[src/rtl/rst_sequencer.sv]
// Staged reset release: hold all stages for a settle time, then release them
// one at a time in index order, each waiting on the previous stage's acknowledge.
module rst_sequencer #(
    parameter int NUM_STAGES  = 4,
    parameter int HOLD_CYCLES = 16,
    parameter int ACK_TIMEOUT = 255
) (
    input  logic                  I_CLK,
    input  logic                  I_RST_N,
    input  logic                  I_SOFT_RST_REQ,
    input  logic [NUM_STAGES-1:0] I_STAGE_ACK,
    output logic [NUM_STAGES-1:0] O_STAGE_RSTN,
    output logic [2:0]            O_CUR_STAGE,
    output logic                  O_ALL_DONE,
    output logic                  O_TIMEOUT_ERR
);

    typedef enum logic [1:0] {HOLD, WAIT_ACK, DONE, ERR} state_t;

    state_t     state;
    logic [9:0] hold_cnt;
    logic [9:0] wait_cnt;
    logic [9:0] hold_inc;
    logic [9:0] wait_inc;
    logic       ack_cur;
    logic       last_stage;

    function automatic logic [9:0] sat_inc(input logic [9:0] v);
        return (v == 10'h3FF) ? v : v + 10'd1;
    endfunction

    assign hold_inc   = sat_inc(hold_cnt);
    assign wait_inc   = sat_inc(wait_cnt);
    assign last_stage = (O_CUR_STAGE == 3'(NUM_STAGES - 1));

    // Only the acknowledge of the stage currently waited on is observed.
    always_comb begin
        ack_cur = 1'b0;
        for (int i = 0; i < NUM_STAGES; i++) begin
            if (O_CUR_STAGE == 3'(i)) ack_cur = I_STAGE_ACK[i];
        end
    end

    always_ff @(posedge I_CLK or negedge I_RST_N) begin
        if (!I_RST_N) begin
            state         <= HOLD;
            hold_cnt      <= '0;
            wait_cnt      <= '0;
            O_STAGE_RSTN  <= '0;
            O_CUR_STAGE   <= '0;
            O_ALL_DONE    <= 1'b0;
            O_TIMEOUT_ERR <= 1'b0;
        end else if (I_SOFT_RST_REQ) begin
            state         <= HOLD;
            hold_cnt      <= '0;
            wait_cnt      <= '0;
            O_STAGE_RSTN  <= '0;
            O_CUR_STAGE   <= '0;
            O_ALL_DONE    <= 1'b0;
            O_TIMEOUT_ERR <= 1'b0;
        end else begin
            case (state)
                HOLD: begin
                    hold_cnt <= hold_inc;
                    if (hold_inc == 10'(HOLD_CYCLES)) begin
                        O_STAGE_RSTN <= {{(NUM_STAGES-1){1'b0}}, 1'b1};
                        O_CUR_STAGE  <= '0;
                        wait_cnt     <= '0;
                        state        <= WAIT_ACK;
                    end
                end
                WAIT_ACK: begin
                    // An acknowledge on the timeout edge still wins.
                    if (ack_cur) begin
                        if (last_stage) begin
                            O_ALL_DONE <= 1'b1;
                            state      <= DONE;
                        end else begin
                            O_STAGE_RSTN <= {O_STAGE_RSTN[NUM_STAGES-2:0], 1'b1};
                            O_CUR_STAGE  <= O_CUR_STAGE + 3'd1;
                            wait_cnt     <= '0;
                        end
                    end else begin
                        wait_cnt <= wait_inc;
                        if (wait_inc == 10'(ACK_TIMEOUT)) begin
                            O_TIMEOUT_ERR <= 1'b1;
                            state         <= ERR;
                        end
                    end
                end
                default: ;
            endcase
        end
    end

endmodule

[config.mk]
export PLATFORM = sky130hd
export DESIGN_NAME = rst_sequencer
export DESIGN_NICKNAME = d
export VERILOG_FILES = /design/src/rtl/rst_sequencer.sv
export SDC_FILE = /design/constraint.sdc
export NUM_CORES = 1
export LEC_CHECK = 0
export BUFFER_PORTS_ARGS = -buffer_cell sky130_fd_sc_hd__buf_2
export CAP_MARGIN = 10
export CORE_MARGIN = 4
export CORE_UTILIZATION = 59
export CTS_CLUSTER_SIZE = 25
export DETAILED_ROUTE_END_ITERATION = 8
export GPL_ROUTABILITY_DRIVEN = 1
export HOLD_SLACK_MARGIN = 0.08
export PLACE_DENSITY = 0.88
export SLEW_MARGIN = 0
export SYNTH_ARGS = -nofsm -noshare
export SYNTH_HDL_FRONTEND = slang
export SYNTH_SLANG_ARGS = --single-unit
export TNS_END_PERCENT = 30
[constraint.sdc]
create_clock -name I_CLK -period 3.1 [get_ports I_CLK]
set_input_delay 0.62 -clock I_CLK [delete_from_list [all_inputs] [get_ports I_CLK]]
set_output_delay 0.62 -clock I_CLK [all_outputs]
set_load 0.005 [all_outputs]
==> results.yml <==
status:
  outcome: "completed"
critical_path:
  cpPeakStageDelay_ns: 0.53
  crit_type: "flip-flop to flip-flop"
  cp-start-kind: "flip-flop"
  cp_top_family: "compound AO/OA/AOI/OAI gates"
  worstPathArrival_ns: 2.72
  critPathBufInv: 0
  cp-end-kind: "flip-flop"
  cp_cell_sequence: "ha_1 -> nand2_1 -> a211o_1 -> a221o_1 -> o311ai_4 -> a21oi_1"
  required_ns: 3.29
  path_max_fanout: 10
  crit_slowest_cell: "o311ai_4"
synth:
  synth_area_leaders: "dfrtp_1, a21oi_1, ha_1, nand3_1, nand2_1"
  synth.avg_cell_area_sq_um: 8.61
  yosys.area.top_type: "dfrtp_1"
  synth-async-reset-ratio_pct: 100
  synth_cell_types: 52
  yosysSeqAreaShare_pct: 38.5
  ys.flop_type: "dfrtp_1"
  synth_nets: 248
  yosys_warnings: 0
  ys_ff_latch: 31
  synth_edf_count: 0
  synth_top_area_share_pct: 38.5
  netlist_area_sq_um: 2010
  netlist_instances: 234
timing:
  worst_pin_slew_ns: 0.707
  fin_ws_ns: 0.571
  finClkSkew_ns: 0.00883
  setup-violations-final: 0
  period_share_pct: 81.6
  min_period_ns: 2.53
  drv_slew: 0
  slew_headroom_pct: 52.8
  rsz0062_at_grt: "no"
  max_freq_ghz: 0.395
  tns_ns: 0
  hold_viol_final: 0
drt:
  drc: 0
  ant_nets: 0
  drt-vias-per-instance: 6.41
  drtIter0Drc: 226
  dr.pass1.iters: 4
  via_count: 1840
  wl_per_cell_microns: 16.3
  routed_wl_microns: 4690
grt:
  overflow: 0
  use_met2_pct: 36.7
  grt_busiest_layer: "met2"
  track_usage_pct: 23.1
  grt_pass1_wl_microns: 7940
  grt_pass1_vias: 1716
  met1_usage_pct: 31.4
  antenna_found_initial: 0
  grt_max_degree: 32
  grtUsageMet3_pct: 5.95
clock_tree:
  cts_hold_buf: 0
  post_cts_buffers: 0
  cts_num_sinks: 31
  clockRootBuffer: "clkbuf_4"
  clockBufferDepth: 2
  cts_buffers: 5
  path_clk_slew_ns: 0.11
  h-tree-depth: 2
  ctsResizeCount: 0
  worstSkewPairLatency_ns: 0.34
  cts_tree: "yes"
placed_design:
  place_ws_ns: 0.584
  place_area_sq_um: 2090
  gp_congestion: 0.879
  io_buffer_count: 15
  dp_hpwl_microns: 3240
finish:
  final_area_sq_um: 2160
  layout.nets: 256
  diodes: 0
  syn2layout_area_growth_pct: 7.33
  drive_above_1_share_pct: 12.3
  utilization_pct: 68.6
  nFillCells: 256
power_and_ir_drop:
  total_power_mw: 0.733
  power_density_nw_per_um2: 339
  vdd_drop_max_mv: 0.226
  p_leak_nw: 0.846
floorplanning:
  dieWidth_microns: 66.4
  die_h_microns: 66.4
  die_area_sq_um: 4410
  io-pin-count: 16
  core_sq_um: 3150
  fp-row-count: 20
  start_util_pct: 63.9
hold_path:
  hp-class: "input port to asynchronous set/reset pin"
job:
  drv_cap: 0
-- where the power goes --
| group | internal (mW) | switching (mW) |
|---|---|---|
| Sequential | 0.407 | 0.00679 |
| Combinational | 0.0102 | 0.0257 |
| Clock | 0.133 | 0.150 |
| Total | 0.551 | 0.183 |
-- placed cells by master (no fill, tap or decap), types with 6 or more instances in the layout --
| master | instances |
|---|---|
| dfrtp_1 | 31 |
| nand2_1 | 19 |
| a21oi_1 | 18 |
| nor2_1 | 18 |
| nand3_1 | 17 |
| buf_2 | 15 |
| inv_1 | 10 |
| o21ai_0 | 8 |
| nand4_1 | 7 |
| ha_1 | 7 |
| a31oi_1 | 6 |
-- cell usage after synthesis, drive strengths merged, types with 4 or more instances --
library cell and instances:
inv 10, xnor2 4, a31oi 6, a21oi 18, buf 5, nor2b 4
o21ai 9, nand4 7, and3 4, dfrtp 31, nor2 18, mux2i 4
nand3b 4, nor3 6, nand3 17, clkbuf 11, nand2 19, ha 7
o31ai 4
-- per-stage QoR --
step	hold WS (ns)	instances
2_1_floorplan	0.324	234
3_3_place_gp	0.474	279
3_5_place_dp	0.483	279
4_1_cts	0.329	287
5_1_grt	0.357	287
6_report	0.318	287
-- logic make-up after synthesis --
| kind of cell | count (synthesis) | synth area share (%) |
|---|---|---|
| buffers and inverters | 27 | 5.34 |
| XOR/XNOR | 6 | 2.61 |
| AND/OR/NAND/NOR | 94 | 24.9 |
| multiplexers | 4 | 1.99 |
| adder cells (fa/ha/maj) | 7 | 4.35 |
| flip-flops | 31 | 38.5 |
| AO/OA/AOI/OAI | 65 | 22.3 |
-- flip-flops by register name (all words and copies together), names as in the netlist --
register / count
O_CUR_STAGE: 3
O_ALL_DONE: 1
wait_cnt: 10
O_TIMEOUT_ERR: 1
hold_cnt: 10
state: 2
O_STAGE_RSTN: 4
-- final timing paths --
check | from | endpoint | slack (ns) | cells past startpoint
max | hold_cnt[0] | wait_cnt[6] | 0.57 | 6
min | I_RST_N | wait_cnt[4] | 0.32 | 1
max reg2reg | hold_cnt[0] | wait_cnt[6] | 0.57 | 6
min reg2reg | O_TIMEOUT_ERR | O_TIMEOUT_ERR | 0.50 | 1
max in group asynchronous | I_RST_N | state[1] | 2.32 | 1
min in group I_CLK | O_TIMEOUT_ERR | O_TIMEOUT_ERR | 0.50 | 1
-- per-layer routing --
metal | vias to the layer above | wire length [microns] | share of wire (%)
met5 | - | 0 | 0
met4 | 0 | 31 | 0.66
met3 | 5 | 204 | 4.3
met2 | 53 | 2310 | 49
met1 | 898 | 2140 | 46
li1 | 884 | - | -
-- cell type report --
type	instances	area, sq um	share of cell area, %
clock buffer	8	68.8	3.18
inverter	11	41.3	1.91
multi-input combinational	176	1130	52.3
sequential	31	776	35.9
tap	44	55.1	2.55
timing repair buffer	17	90.1	4.17
-- worst reg2reg max path: stages, from the launching register on --
cell and delay (ns):
dfrtp_1 0.51, ha_1 0.34, nand2_1 0.20, a211o_1 0.27, a221o_1 0.40, o311ai_4 0.53
a21oi_1 0.14
Note: power is estimated with default switching activity, not from simulation.
